## src/rtl/program_loader_pkg.sv

```systemverilog
// Shared types and sizing for the program loader: FSM encoding and stream framing constants.
package program_loader_pkg;

  localparam int unsigned LEN_BYTES      = 2;
  localparam int unsigned BYTES_PER_WORD = 4;
  localparam int unsigned BYTE_W         = 8;
  localparam int unsigned LEN_W          = BYTE_W * LEN_BYTES;
  localparam int unsigned WORD_W         = BYTE_W * BYTES_PER_WORD;
  localparam int unsigned BCNT_W         = $clog2(BYTES_PER_WORD);

  typedef enum logic [2:0] {
    S_IDLE,
    S_LEN0,
    S_LEN1,
    S_DATA,
    S_CHECK,
    S_DONE,
    S_ERROR
  } state_e;

endpackage

```

## src/rtl/program_loader_byte_assembler.sv

```systemverilog
// Packs little-endian bytes into 32-bit words; word_valid pulses for one cycle per completed word.
module program_loader_byte_assembler
  import program_loader_pkg::*;
(
  input  logic              clk,
  input  logic              rst_n,
  input  logic              clear,
  input  logic              byte_valid,
  input  logic [BYTE_W-1:0] byte_in,
  output logic              last_byte_c,
  output logic              word_valid,
  output logic [WORD_W-1:0] word
);

  logic [BCNT_W-1:0] cnt_q, cnt_d;
  logic [WORD_W-1:0] sr_q, sr_d;
  logic [WORD_W-1:0] word_q, word_d;
  logic              word_valid_q, word_valid_d;

  assign last_byte_c = (cnt_q == BCNT_W'(BYTES_PER_WORD - 1));
  assign word_valid  = word_valid_q;
  assign word        = word_q;

  // New bytes enter at the top so the first byte ends up in bits 7:0.
  always_comb begin
    cnt_d        = cnt_q;
    sr_d         = sr_q;
    word_d       = word_q;
    word_valid_d = 1'b0;
    if (clear) begin
      cnt_d = '0;
      sr_d  = '0;
    end else if (byte_valid) begin
      sr_d  = {byte_in, sr_q[WORD_W-1:BYTE_W]};
      cnt_d = cnt_q + BCNT_W'(1);
      if (last_byte_c) begin
        word_d       = {byte_in, sr_q[WORD_W-1:BYTE_W]};
        word_valid_d = 1'b1;
      end
    end
  end

  always_ff @(posedge clk or negedge rst_n) begin
    if (!rst_n) begin
      cnt_q        <= '0;
      sr_q         <= '0;
      word_q       <= '0;
      word_valid_q <= 1'b0;
    end else begin
      cnt_q        <= cnt_d;
      sr_q         <= sr_d;
      word_q       <= word_d;
      word_valid_q <= word_valid_d;
    end
  end

endmodule

```

## src/rtl/program_loader.sv

```systemverilog
// Loads a length-prefixed, XOR-checksummed byte image into instruction memory; holds the CPU until verified.
module program_loader
  import program_loader_pkg::*;
#(
  parameter int unsigned ADDR_W    = 8,
  parameter int unsigned DEPTH     = 256,
  parameter int unsigned BASE_ADDR = 0
) (
  input  logic              clock,
  input  logic              reset_n,
  input  logic              start,
  input  logic              in_valid,
  input  logic [BYTE_W-1:0] in_byte,
  output logic              in_ready,
  output logic              im_we,
  output logic [ADDR_W-1:0] im_addr,
  output logic [WORD_W-1:0] im_wdata,
  output logic              cpu_hold,
  output logic              done,
  output logic              error
);

  state_e            state_q, state_d;
  logic [BYTE_W-1:0] len_lo_q, len_lo_d;
  logic [LEN_W-1:0]  len_q, len_d;
  logic [LEN_W-1:0]  idx_q, idx_d;
  logic [BYTE_W-1:0] chk_q, chk_d;
  logic [ADDR_W-1:0] im_addr_q, im_addr_d;
  logic              in_ready_q, in_ready_d;
  logic              cpu_hold_q, cpu_hold_d;
  logic              done_q, done_d;
  logic              error_q, error_d;
  logic              hs;
  logic              asm_clear, asm_valid, asm_last;

  assign hs       = in_valid & in_ready_q;
  assign in_ready = in_ready_q;
  assign im_addr  = im_addr_q;
  assign cpu_hold = cpu_hold_q;
  assign done     = done_q;
  assign error    = error_q;

  program_loader_byte_assembler u_asm (
    .clk         (clock),
    .rst_n       (reset_n),
    .clear       (asm_clear),
    .byte_valid  (asm_valid),
    .byte_in     (in_byte),
    .last_byte_c (asm_last),
    .word_valid  (im_we),
    .word        (im_wdata)
  );

  always_comb begin
    state_d   = state_q;
    len_lo_d  = len_lo_q;
    len_d     = len_q;
    idx_d     = idx_q;
    chk_d     = chk_q;
    im_addr_d = im_addr_q;
    asm_clear = 1'b0;
    asm_valid = 1'b0;
    unique case (state_q)
      S_IDLE, S_DONE, S_ERROR: begin
        if (start) begin
          chk_d     = '0;
          idx_d     = '0;
          asm_clear = 1'b1;
          state_d   = S_LEN0;
        end
      end
      S_LEN0: begin
        if (hs) begin
          len_lo_d = in_byte;
          chk_d    = chk_q ^ in_byte;
          state_d  = S_LEN1;
        end
      end
      S_LEN1: begin
        if (hs) begin
          len_d = {in_byte, len_lo_q};
          chk_d = chk_q ^ in_byte;
          if (len_d == '0)                       state_d = S_CHECK;
          else if (32'(len_d) > 32'(DEPTH))      state_d = S_ERROR;
          else                                   state_d = S_DATA;
        end
      end
      S_DATA: begin
        if (hs) begin
          asm_valid = 1'b1;
          chk_d     = chk_q ^ in_byte;
          // Address is registered alongside the assembler's word_valid so both appear together.
          if (asm_last) begin
            im_addr_d = ADDR_W'(BASE_ADDR) + ADDR_W'(idx_q);
            idx_d     = idx_q + LEN_W'(1);
            if (idx_q == len_q - LEN_W'(1)) state_d = S_CHECK;
          end
        end
      end
      S_CHECK: begin
        if (hs) state_d = (in_byte == chk_q) ? S_DONE : S_ERROR;
      end
      default: state_d = S_IDLE;
    endcase

    in_ready_d = (state_d == S_LEN0) || (state_d == S_LEN1) ||
                 (state_d == S_DATA) || (state_d == S_CHECK);
    cpu_hold_d = (state_d != S_DONE);
    done_d     = (state_d == S_DONE);
    error_d    = (state_d == S_ERROR);
  end

  always_ff @(posedge clock or negedge reset_n) begin
    if (!reset_n) begin
      state_q    <= S_IDLE;
      len_lo_q   <= '0;
      len_q      <= '0;
      idx_q      <= '0;
      chk_q      <= '0;
      im_addr_q  <= ADDR_W'(BASE_ADDR);
      in_ready_q <= 1'b0;
      cpu_hold_q <= 1'b1;
      done_q     <= 1'b0;
      error_q    <= 1'b0;
    end else begin
      state_q    <= state_d;
      len_lo_q   <= len_lo_d;
      len_q      <= len_d;
      idx_q      <= idx_d;
      chk_q      <= chk_d;
      im_addr_q  <= im_addr_d;
      in_ready_q <= in_ready_d;
      cpu_hold_q <= cpu_hold_d;
      done_q     <= done_d;
      error_q    <= error_d;
    end
  end

endmodule

```

## config.mk

```make
export PLATFORM = sky130hd
export DESIGN_NAME = program_loader
export DESIGN_NICKNAME = d
export VERILOG_FILES = /design/src/rtl/program_loader_pkg.sv /design/src/rtl/program_loader_byte_assembler.sv /design/src/rtl/program_loader.sv
export SDC_FILE = /design/constraint.sdc
export NUM_CORES = 1
export LEC_CHECK = 0
export ABC_AREA = 1
export ABC_CLOCK_PERIOD_IN_PS = 2300
export CAP_MARGIN = 20
export CORE_MARGIN = 8
export CORE_UTILIZATION = 57
export CTS_CLUSTER_SIZE = 40
export DETAILED_ROUTE_END_ITERATION = 12
export PLACE_DENSITY_LB_ADDON = 0.15
export SLEW_MARGIN = 15
export SYNTH_ARGS = -nofsm -noshare
export SYNTH_HDL_FRONTEND = slang
export SYNTH_SLANG_ARGS = --single-unit
```

## constraint.sdc

```tcl
create_clock -name clock -period 2.3 [get_ports clock]
set_input_delay 0.69 -clock clock [delete_from_list [all_inputs] [get_ports clock]]
set_output_delay 0.69 -clock clock [all_outputs]
set_load 0.05 [all_outputs]
```

; Yosys cells after proc, flatten, opt, wreduce, memory -nomap -nowiden
; Cells that the tools add are included.
[word_totals]
ff_bits = 130
[classes]
add_sub_neg = 3
order_cmp = 1
n_eq_ne = 20
mux = 29
n_bitwise = 3
n_reduce_logical = 16
[ops]
columns = op, n
row1 = 32-bit 2-to-1 mux, 2
row2 = 16-bit 2-to-1 mux, 3
row3 = 16-bit one-hot mux with 2 select lines, 1
row4 = 3-bit 2-to-1 mux, 9
row5 = "3-bit == test, second input constant", 6
row6 = "16-bit by 1-bit adder with 16-bit output, second input constant", 1
row7 = 16-bit == test, 1
row8 = "16-bit by 9-bit > comparator with 1-bit output, second input constant", 1
row9 = 16-bit zero test, 1
row10 = 8-bit 2-to-1 mux, 2
row11 = 8-bit one-hot mux with 2 select lines, 1
row12 = "16-bit by 1-bit subtractor with 16-bit output, second input constant", 1
row13 = 3-bit one-hot mux with 5 select lines, 1
row14 = "3-bit by 2-bit == test with 1-bit output, second input constant", 4
row15 = 3-bit AND reduction, 3
row16 = 8-bit == test, 1
row17 = 8-bit bitwise XOR, 1
row18 = 1-bit 2-to-1 mux, 7
row19 = "3-bit by 1-bit == test with 1-bit output, second input constant", 2
row20 = 2-bit 2-to-1 mux, 3
row21 = "2-bit != test, second input constant", 3
row22 = 2-bit nonzero test, 3
row23 = 3-bit OR reduction, 2
row24 = 2-bit AND reduction, 2
row25 = 9 further kinds, 11

; Logic depth before layout (Yosys ltp)
; Gate-level depths: netlist of run 1.
[logic_depth]
depth_word = 10
ltp_mapped = 17

; By module
; A second synthesis of run 1 with hierarchy kept.
[unflattened]
hier_cells = 744
area_unflattened_um2 = 6124.6
[by_module_without_submodules]
columns = mod, n_inst, cells_each, area_each_um2, seq_area_each_um2
row1 = program_loader, 1, 484, 3667.3, 1577.8
row2 = program_loader_byte_assembler, 1, 260, 2457.4, 1476.4

; Worst setup path before layout of run 1
; Ideal clock, no wire load.
[synth_path]
path_type = register to register
startpoint = register in_ready_q, in the netlist in_ready
endpoint = register u_asm.sr_q[23]
setup_ps = 121
t_arrival_ps = 1819
slack_ps = 361
stages_incl_launch_ff = 9
n_path_buf = 1
path_cell_list = dfrtp_1 > nand2_1 > nor2_1 > inv_1 > nand2_1 > inv_2 > clkbuf_1 > a22oi_1 > inv_1
[synth_between]
elab_chain_cells = 4
[synth_lines]
columns = element, line_no
row1 = from (decl), program_loader.sv:29  ; logic in_ready_q, in_ready_d;
row2 = from (signal assigned), program_loader.sv:132  ; in_ready_q <= in_ready_d;
row3 = 1-bit AND, program_loader.sv:36  ; assign hs = in_valid & in_ready_q;
row4 = 1-bit 2-to-1 mux, program_loader.sv:89  ; if (hs) begin
row5 = 1-bit 2-to-1 mux, program_loader.sv:63  ; unique case (state_q)
row6 = 2-bit nonzero test (no line), --
row7 = to (signal assigned), program_loader_byte_assembler.sv:51  ; sr_q <= sr_d;
row8 = to (decl), program_loader_byte_assembler.sv:16  ; logic [WORD_W-1:0] sr_q, sr_d;
; No other way between the ends.
; A chain may end at the register's enable or synchronous reset.

; Worst setup path in the final report of run 1
[layout_path]
startpoint = register len_q[1]
endpoint = register cpu_hold_q, in the netlist cpu_hold
[layout_between]
elab_chain_cells = 7
[layout_lines]
columns = element, line_no
row1 = from (decl), program_loader.sv:25  ; logic [LEN_W-1:0] len_q, len_d;
row2 = from (signal assigned), program_loader.sv:128  ; len_q <= len_d;
row3 = 16-bit by 1-bit subtractor with 16-bit output, program_loader.sv:96  ; if (idx_q == len_q - LEN_W'(1)) state_d = S_CHECK;
row4 = 16-bit == test, program_loader.sv:96
row5 = 3-bit 2-to-1 mux, program_loader.sv:96
row6 = 3-bit 2-to-1 mux, program_loader.sv:93  ; if (asm_last) begin
row7 = 3-bit 2-to-1 mux, program_loader.sv:89
row8 = 3-bit one-hot mux with 5 select lines, program_loader.sv:63
row9 = 3-bit != test, program_loader.sv:108  ; cpu_hold_d = (state_d != S_DONE);
row10 = net cpu_hold_d, program_loader.sv:30  ; logic cpu_hold_q, cpu_hold_d;
row11 = to (signal assigned), program_loader.sv:133  ; cpu_hold_q <= cpu_hold_d;
row12 = to (decl), program_loader.sv:30
; The timed path passes the listed nets, and every way through them passes these cells.

==> results of run 1 <==
==> cell families (layout without fill, tap and decap cells) <==
| family | count (synthesis) | after routing | share of synthesized area (%) |
|---|---|---|---|
| compound gates | 103 | 103 | 10.9 |
| fa+ha+maj | 3 | 3 | 0.654 |
| flops | 122 | 122 | 53.2 |
| xor+xnor | 24 | 24 | 3.90 |
| simple gates | 326 | 326 | 24.2 |
| buf+inv | 107 | 223 | 7.13 |
==> critical path, cell delays in order, from the launching register on <==
cell,delay (ps)
dfrtp_1,390
inv_2,60
ha_4,260
inv_2,30
nand2_1,50
nand2_1,50
nor2_1,110
nand2_1,80
nor2_1,90
nand2_1,60
nor2_1,110
nand2_1,100
nor2_2,200
nand3_2,120
nand2_4,120
nand3b_1,110
nor2_2,140
inv_1,60
==> how the worst min path moves through the flow <==
stage	end	slack, ps	cells past startpoint
2_1_floorplan	chk_q[0]$_DFFE_PN0P_	390	0
5_1_grt	u_asm.word[26]$_DFFE_PN0P_	150	1
4_1_cts	u_asm.word[26]$_DFFE_PN0P_	130	1
3_5_place_dp	u_asm.word[3]$_DFFE_PN0P_	470	2
6_report	u_asm.word[26]$_DFFE_PN0P_	130	1
3_3_place_gp	u_asm.word[5]$_DFFE_PN0P_	460	2
==> cell type report <==
type	instances	area, um2
Sequential cell	122	3050
Fill cell	741	2380
Multi-Input combinational cell	456	2320
Timing Repair Buffer	103	891
Clock buffer	17	414
Inverter	88	330
Clock inverter	15	213
Tap cell	133	166
==> cell usage after synthesis (7+ instances only) <==
master / n / area [um2]
nand2_1: 212 / 796
dfrtp_1: 121 / 3030
inv_1: 82 / 308
o21ai_0: 51 / 255
nor2_1: 46 / 173
a22oi_1: 25 / 188
nand3_1: 21 / 105
clkbuf_1: 13 / 48.8
nor3_1: 13 / 65.1
a21oi_1: 12 / 60.1
xor2_1: 12 / 105
xnor2_1: 11 / 96.3
nand4_1: 8 / 50.1
o31ai_1: 7 / 52.6
==> flip-flops by register name (all words and copies together), names as in the netlist <==
| register | flops |
|---|---|
| cpu_hold | 1 |
| state_q | 3 |
| in_ready | 1 |
| len_lo_q | 8 |
| idx_q | 16 |
| im_addr | 8 |
| u_asm.word | 32 |
| u_asm.sr_q | 24 |
| done | 1 |
| len_q | 16 |
| chk_q | 8 |
| error | 1 |
| u_asm.word_valid | 1 |
| u_asm.cnt_q | 2 |
==> report_power, final <==
part	switching (W)	total [W]	internal [W]
sequential	0.000433	0.00306	0.00262
clock	0.00106	0.00284	0.00179
combinational	0.00194	0.00303	0.00109
==> cell usage in the layout, fill, tap and decap left out, types with 3 or more instances in the layout <==
| cell | netlist | final |
|---|---|---|
| o21ai_0 | 51 | 51 |
| nor2_1 | 46 | 42 |
| dlygate4sd2_1 | 0 | 44 |
| a22oi_1 | 25 | 25 |
| a21oi_1 | 12 | 12 |
| buf_4 | 0 | 46 |
| nand2_4 | 2 | 3 |
| buf_12 | 0 | 3 |
| xnor2_1 | 11 | 11 |
| bufinv_16 | 0 | 4 |
| nand3_1 | 21 | 20 |
| xor2_1 | 12 | 12 |
| dfrtp_1 | 121 | 121 |
| o31ai_1 | 7 | 7 |
| clkdlybuf4s50_1 | 0 | 10 |
| inv_2 | 5 | 8 |
| clkbuf_16 | 0 | 16 |
| nor2_2 | 6 | 9 |
| nand2_1 | 212 | 209 |
| nand3b_1 | 4 | 4 |
| nor3_1 | 13 | 13 |
| inv_1 | 82 | 79 |
| nand2_2 | 5 | 7 |
| nand4_1 | 8 | 8 |
| inv_6 | 0 | 4 |
==> repair_timing <==
item | in CTS | in global routing
pin swaps | 0 | 10
resized for setup | 44 | 14
setup buffers | 0 | 2
gates cloned | 0 | 0
setup endpoints to repair | 44 | 4
==> per-layer routing <==
| layer | part of all wire [%] | up-vias | wire [um] |
|---|---|---|---|
| met5 | 0 | - | 0 |
| met4 | 2.4 | 0 | 369 |
| met3 | 5.1 | 34 | 780 |
| met2 | 51 | 135 | 7790 |
| met1 | 41 | 2482 | 6210 |
| li1 | - | 2392 | - |
==> stage by stage <==
step | setup WS [ps] | std cells | util, % | TNS [ps]
6_report | 101 | 934 | 75.6 | 0
5_1_grt | -97.1 | 934 | 75.6 | -246
4_1_cts | 113 | 932 | 75.0 | 0
3_5_place_dp | -179 | 900 | 69.2 | -1130
3_3_place_gp | -96.5 | 900 | 69.2 | -398
2_1_floorplan | 361 | 685 | - | 0
==> run metrics, run 1 <==
RSZ-0062 raised after global routing=yes; GP Congestion=0.897; initial antenna violation count=0; I/O pin total=57; met2 Use GR=40.4%; Final Cell Area=7390 um2; H-tree Lvls=4; CP Launch Type=register; CTS tree=built; clk_skew=5.83 ps; die height=116 um; critical path class=register to register; met3 usage=6.83%; total power draw=0.00893 W; grt ovf=0; Core Box Area=9770 um2; antenna diode count=0; # Max-Cap Violations=0; maximum VDD drop=0.000923 V; leakage power=4.04 nW; initial core utilization=58.7%; count of different cell masters after synthesis=40; Worst R2R Setup Slack=100 ps; DIE AREA=13500 um2; Synth Register Bits=122; vias in the first global route=5168; Syn Nets=700; Max-slew headroom=64.5%; mapped cell area=5740 um2; pin count of the biggest net entering global routing=39; critical path required time=2760 ps; Post-synth EDFFs=0; ys flop type=dfrtp_1; HPWL after DPL=10600 um; Worst EP arrival=2660 ps; worst skew pair latency=530 ps; Hold Path Class=primary input to asynchronous set/reset pin; smallest hold slack=127 ps; detailed-route wire length per cell=16.2 um; Worst R2R Start=len_q[1]$_DFFE_PN0P_; row count=36; sequential fraction of the synthesis area=53.2%; drt pass-1 iters=5; Nets=803; Mean Syn Cell Area=8.38 um2; global-route wire length before repair=24900 um; CP Launch Point=len_q[1]$_DFFE_PN0P_; Total Routing Usage GR=24.0%; Area Overhead vs Synth=28.7%; Vias/cell=5.40; met1 usage=28.0%; fin crit period=2200 ps; TritonCTS Sinks=122; final hold viol count=0; Mapped Cells=685; CTS Root Cell=clkbuf_8; Via Count=5043; number of warnings issued by yosys=0; Worst-Margin Slew=535 ps; Post-DP Area=6760 um2; WL final=15200 um; DRC errors left=0; Setup Viol. Count Final=0; layout cell share with drive strength beyond 1=14.7%; R2R cell count=17; Power Density=1210 nW/um2; CTS Buf Count=17; critical-path maximum fanout=5; Async S/R FF share, synth=100%; Worst R2R End=cpu_hold$_DFF_PN1_; status=complete, no violations; Worst-path clk slew=60 ps; Antenna Nets Post-Route=0; crit share post-route=95.6%; DR iter-0 viols=405; Port Buf Inserts=56; Max Fclk=455 MHz; crit end category=register; grt peak-use layer=met2; Max Slew Vio Count=0; clk buf depth=2; # hold bufs at CTS=0; crit path to=cpu_hold$_DFF_PN1_; die width=116 um
Note: power is estimated with default switching activity, not from simulation.
==> run 2: changes to the inputs <==
--- a/config.mk
+++ b/config.mk
@@ -10,6 +10,7 @@
 export CAP_MARGIN = 20
 export CORE_MARGIN = 8
 export CORE_UTILIZATION = 57
+export CTS_BUF_LIST = sky130_fd_sc_hd__clkbuf_16
 export CTS_CLUSTER_SIZE = 40
 export DETAILED_ROUTE_END_ITERATION = 12
 export PLACE_DENSITY_LB_ADDON = 0.15
==> run 2 against run 1 <==
Compared with the run above: cell area is 1.4% higher; clock-buffer cell count unchanged; combinational power barely moved; setup slack got worse by 71 ps; critical path depth down 16; via count rose by 0.54%; fmax shrank 3.1%; total power rose by 0.83%; core utilization grew 1.1 points; hold slack better by 110 ps; register-to-register slack better by 40 ps; critical endpoint is now im_wdata[29].
==> run metrics, run 2 (same netlist as run 1, synthesis figures left out) <==
fin crit period=2270 ps; Post-DP Area=6760 um2; Buf/Inv on CP=1; grt ovf=0; Hold Path Class=primary input to asynchronous set/reset pin; Final Cell Area=7500 um2; critical-path maximum fanout=2; WL final=15200 um; Setup Viol. Count Final=0; Finished Layout Cells=934; Worst-path clk slew=60 ps; drt pass-1 iters=6; Total Routing Usage GR=23.8%; Nets=803; HPWL after DPL=10600 um; H-tree Lvls=4; slowest cell delay on critical path=810 ps; slowest CP cell=clkdlybuf4s50_1; cell family with most CP delay=buffers and inverters; final hold viol count=0; Port Buf Inserts=56; detailed-route wire length per cell=16.3 um; DIE AREA=13500 um2; Worst R2R Start=len_q[1]$_DFFE_PN0P_; # Max-Cap Violations=0; Core Box Area=9770 um2; pin count of the biggest net entering global routing=39; smallest hold slack=238 ps; global-route wire length before repair=25000 um; clk buf depth=2; most frequent cells in the layout=nand2_1, dfrtp_1, inv_1, o21ai_0, buf_4; Worst EP arrival=1580 ps; row count=36; clk_skew=5.56 ps; CTS Root Cell=clkbuf_16; worst skew pair latency=420 ps; GP Congestion=0.897; status=complete, no violations; setup TNS=0 ps; R2R cell count=17; DRC errors left=0; initial antenna violation count=0; I/O pin total=57; Via Count=5070; CTS tree=built; Worst R2R End=cpu_hold$_DFF_PN1_; RSZ-0062 raised after global routing=yes; Worst-Margin Slew=528 ps; maximum VDD drop=0.000911 V; critical path cell sequence=clkdlybuf4s50_1; Vias/cell=5.43; placed cell count=900; DR iter-0 viols=411; critical path required time=1610 ps; layout cell share with drive strength beyond 1=14.7%; antenna diode count=0; crit end category=primary output; die height=116 um; critical path class=register to primary output; leakage power=4.30 nW; most common cell after layout, fill and taps aside=nand2_1; Area Overhead vs Synth=30.6%; CP Launch Type=register; vias in the first global route=5167; Worst R2R Setup Slack=140 ps; Antenna Nets Post-Route=0; crit share post-route=98.7%; Max Slew Vio Count=0; Power Density=1200 nW/um2; Max-slew headroom=64.7%; Max Fclk=441 MHz; max reg flops=32; die width=116 um; initial core utilization=58.7%; CTS Buf Count=17; TritonCTS Sinks=122
## run 2: changes by cell type in the layout (fill, tap and decap cells not counted)
cell             delta
clkbuf_16           +1
clkbuf_8            -1
clkdlybuf4s50_1     +9
dlygate4sd2_1      -31
dlymetal6s2s_1     +22
## run 2: metal layers
metal	up-vias	track usage (%)	share of wire [%]
met5	-	0	0
met4	0	9.42	2.5
met3	40	6.36	5.0
met2	144	40.7	52
met1	2485	28.0	40
li1	2401	-	-
## run 2: final cells by class
cell class                      count  area (um2)
Clock buffer                       17         425
Clock inverter                     15         213
Fill cell                         702        2280
Sequential cell                   122        3050
Inverter                           88         330
Tap cell                          133         166
Multi-Input combinational cell    456        2320
Timing Repair Buffer              103         985
## run 2: what timing repair did
action	4_1_cts	5_1_grt
gates cloned	0	0
gates resized for setup	13	36
hold buffers	0	0
pin swaps	0	10
setup endpoints to repair	13	26
setup buffers	0	2
## run 2: metrics by stage
stage	worst slack (ps)	utilization, %	total power (W)
finish	30.4	76.7	0.00900
global route	-47.5	76.7	0.00955
CTS	1.85	75.6	0.00891
detailed placement	-179	69.2	0.00599
global placement	-96.5	69.2	0.00588
floorplan	361	-	0.00504
## run 2: report_power, final
part | leakage [nW] | internal, W | total [W] | switching [W]
registers | 1.65 | 0.00263 | 0.00306 | 0.000439
clock network | 0.312 | 0.00184 | 0.00289 | 0.00105
logic | 2.34 | 0.00111 | 0.00305 | 0.00194
total | 4.30 | 0.00557 | 0.00900 | 0.00343
## run 2: how the worst max path moves through the flow
stage | start | to | slack, ps | cells past startpoint
2_1_floorplan | in_ready$_DFF_PN0_ | u_asm.sr_q[23]$_DFFE_PN0P_ | 360 | 8
3_3_place_gp | in_byte[4] | cpu_hold$_DFF_PN1_ | -100 | 10
3_5_place_dp | in_valid | in_ready$_DFF_PN0_ | -180 | 9
4_1_cts | u_asm.word[7]$_DFFE_PN0P_ | im_wdata[7] | 2 | 1
5_1_grt | len_q[1]$_DFFE_PN0P_ | cpu_hold$_DFF_PN1_ | -50 | 17
6_report | u_asm.word[29]$_DFFE_PN0P_ | im_wdata[29] | 30 | 1
==> run 3: changes to the inputs <==
--- a/config.mk
+++ b/config.mk
@@ -14,6 +14,7 @@
 export CTS_CLUSTER_SIZE = 40
 export DETAILED_ROUTE_END_ITERATION = 12
 export PLACE_DENSITY_LB_ADDON = 0.15
+export SKIP_LAST_GASP = 1
 export SLEW_MARGIN = 15
 export SYNTH_ARGS = -nofsm -noshare
 export SYNTH_HDL_FRONTEND = slang
==> results of run 3 <==
Same layout as run 2: the final DEF is identical, and so are final timing and power.
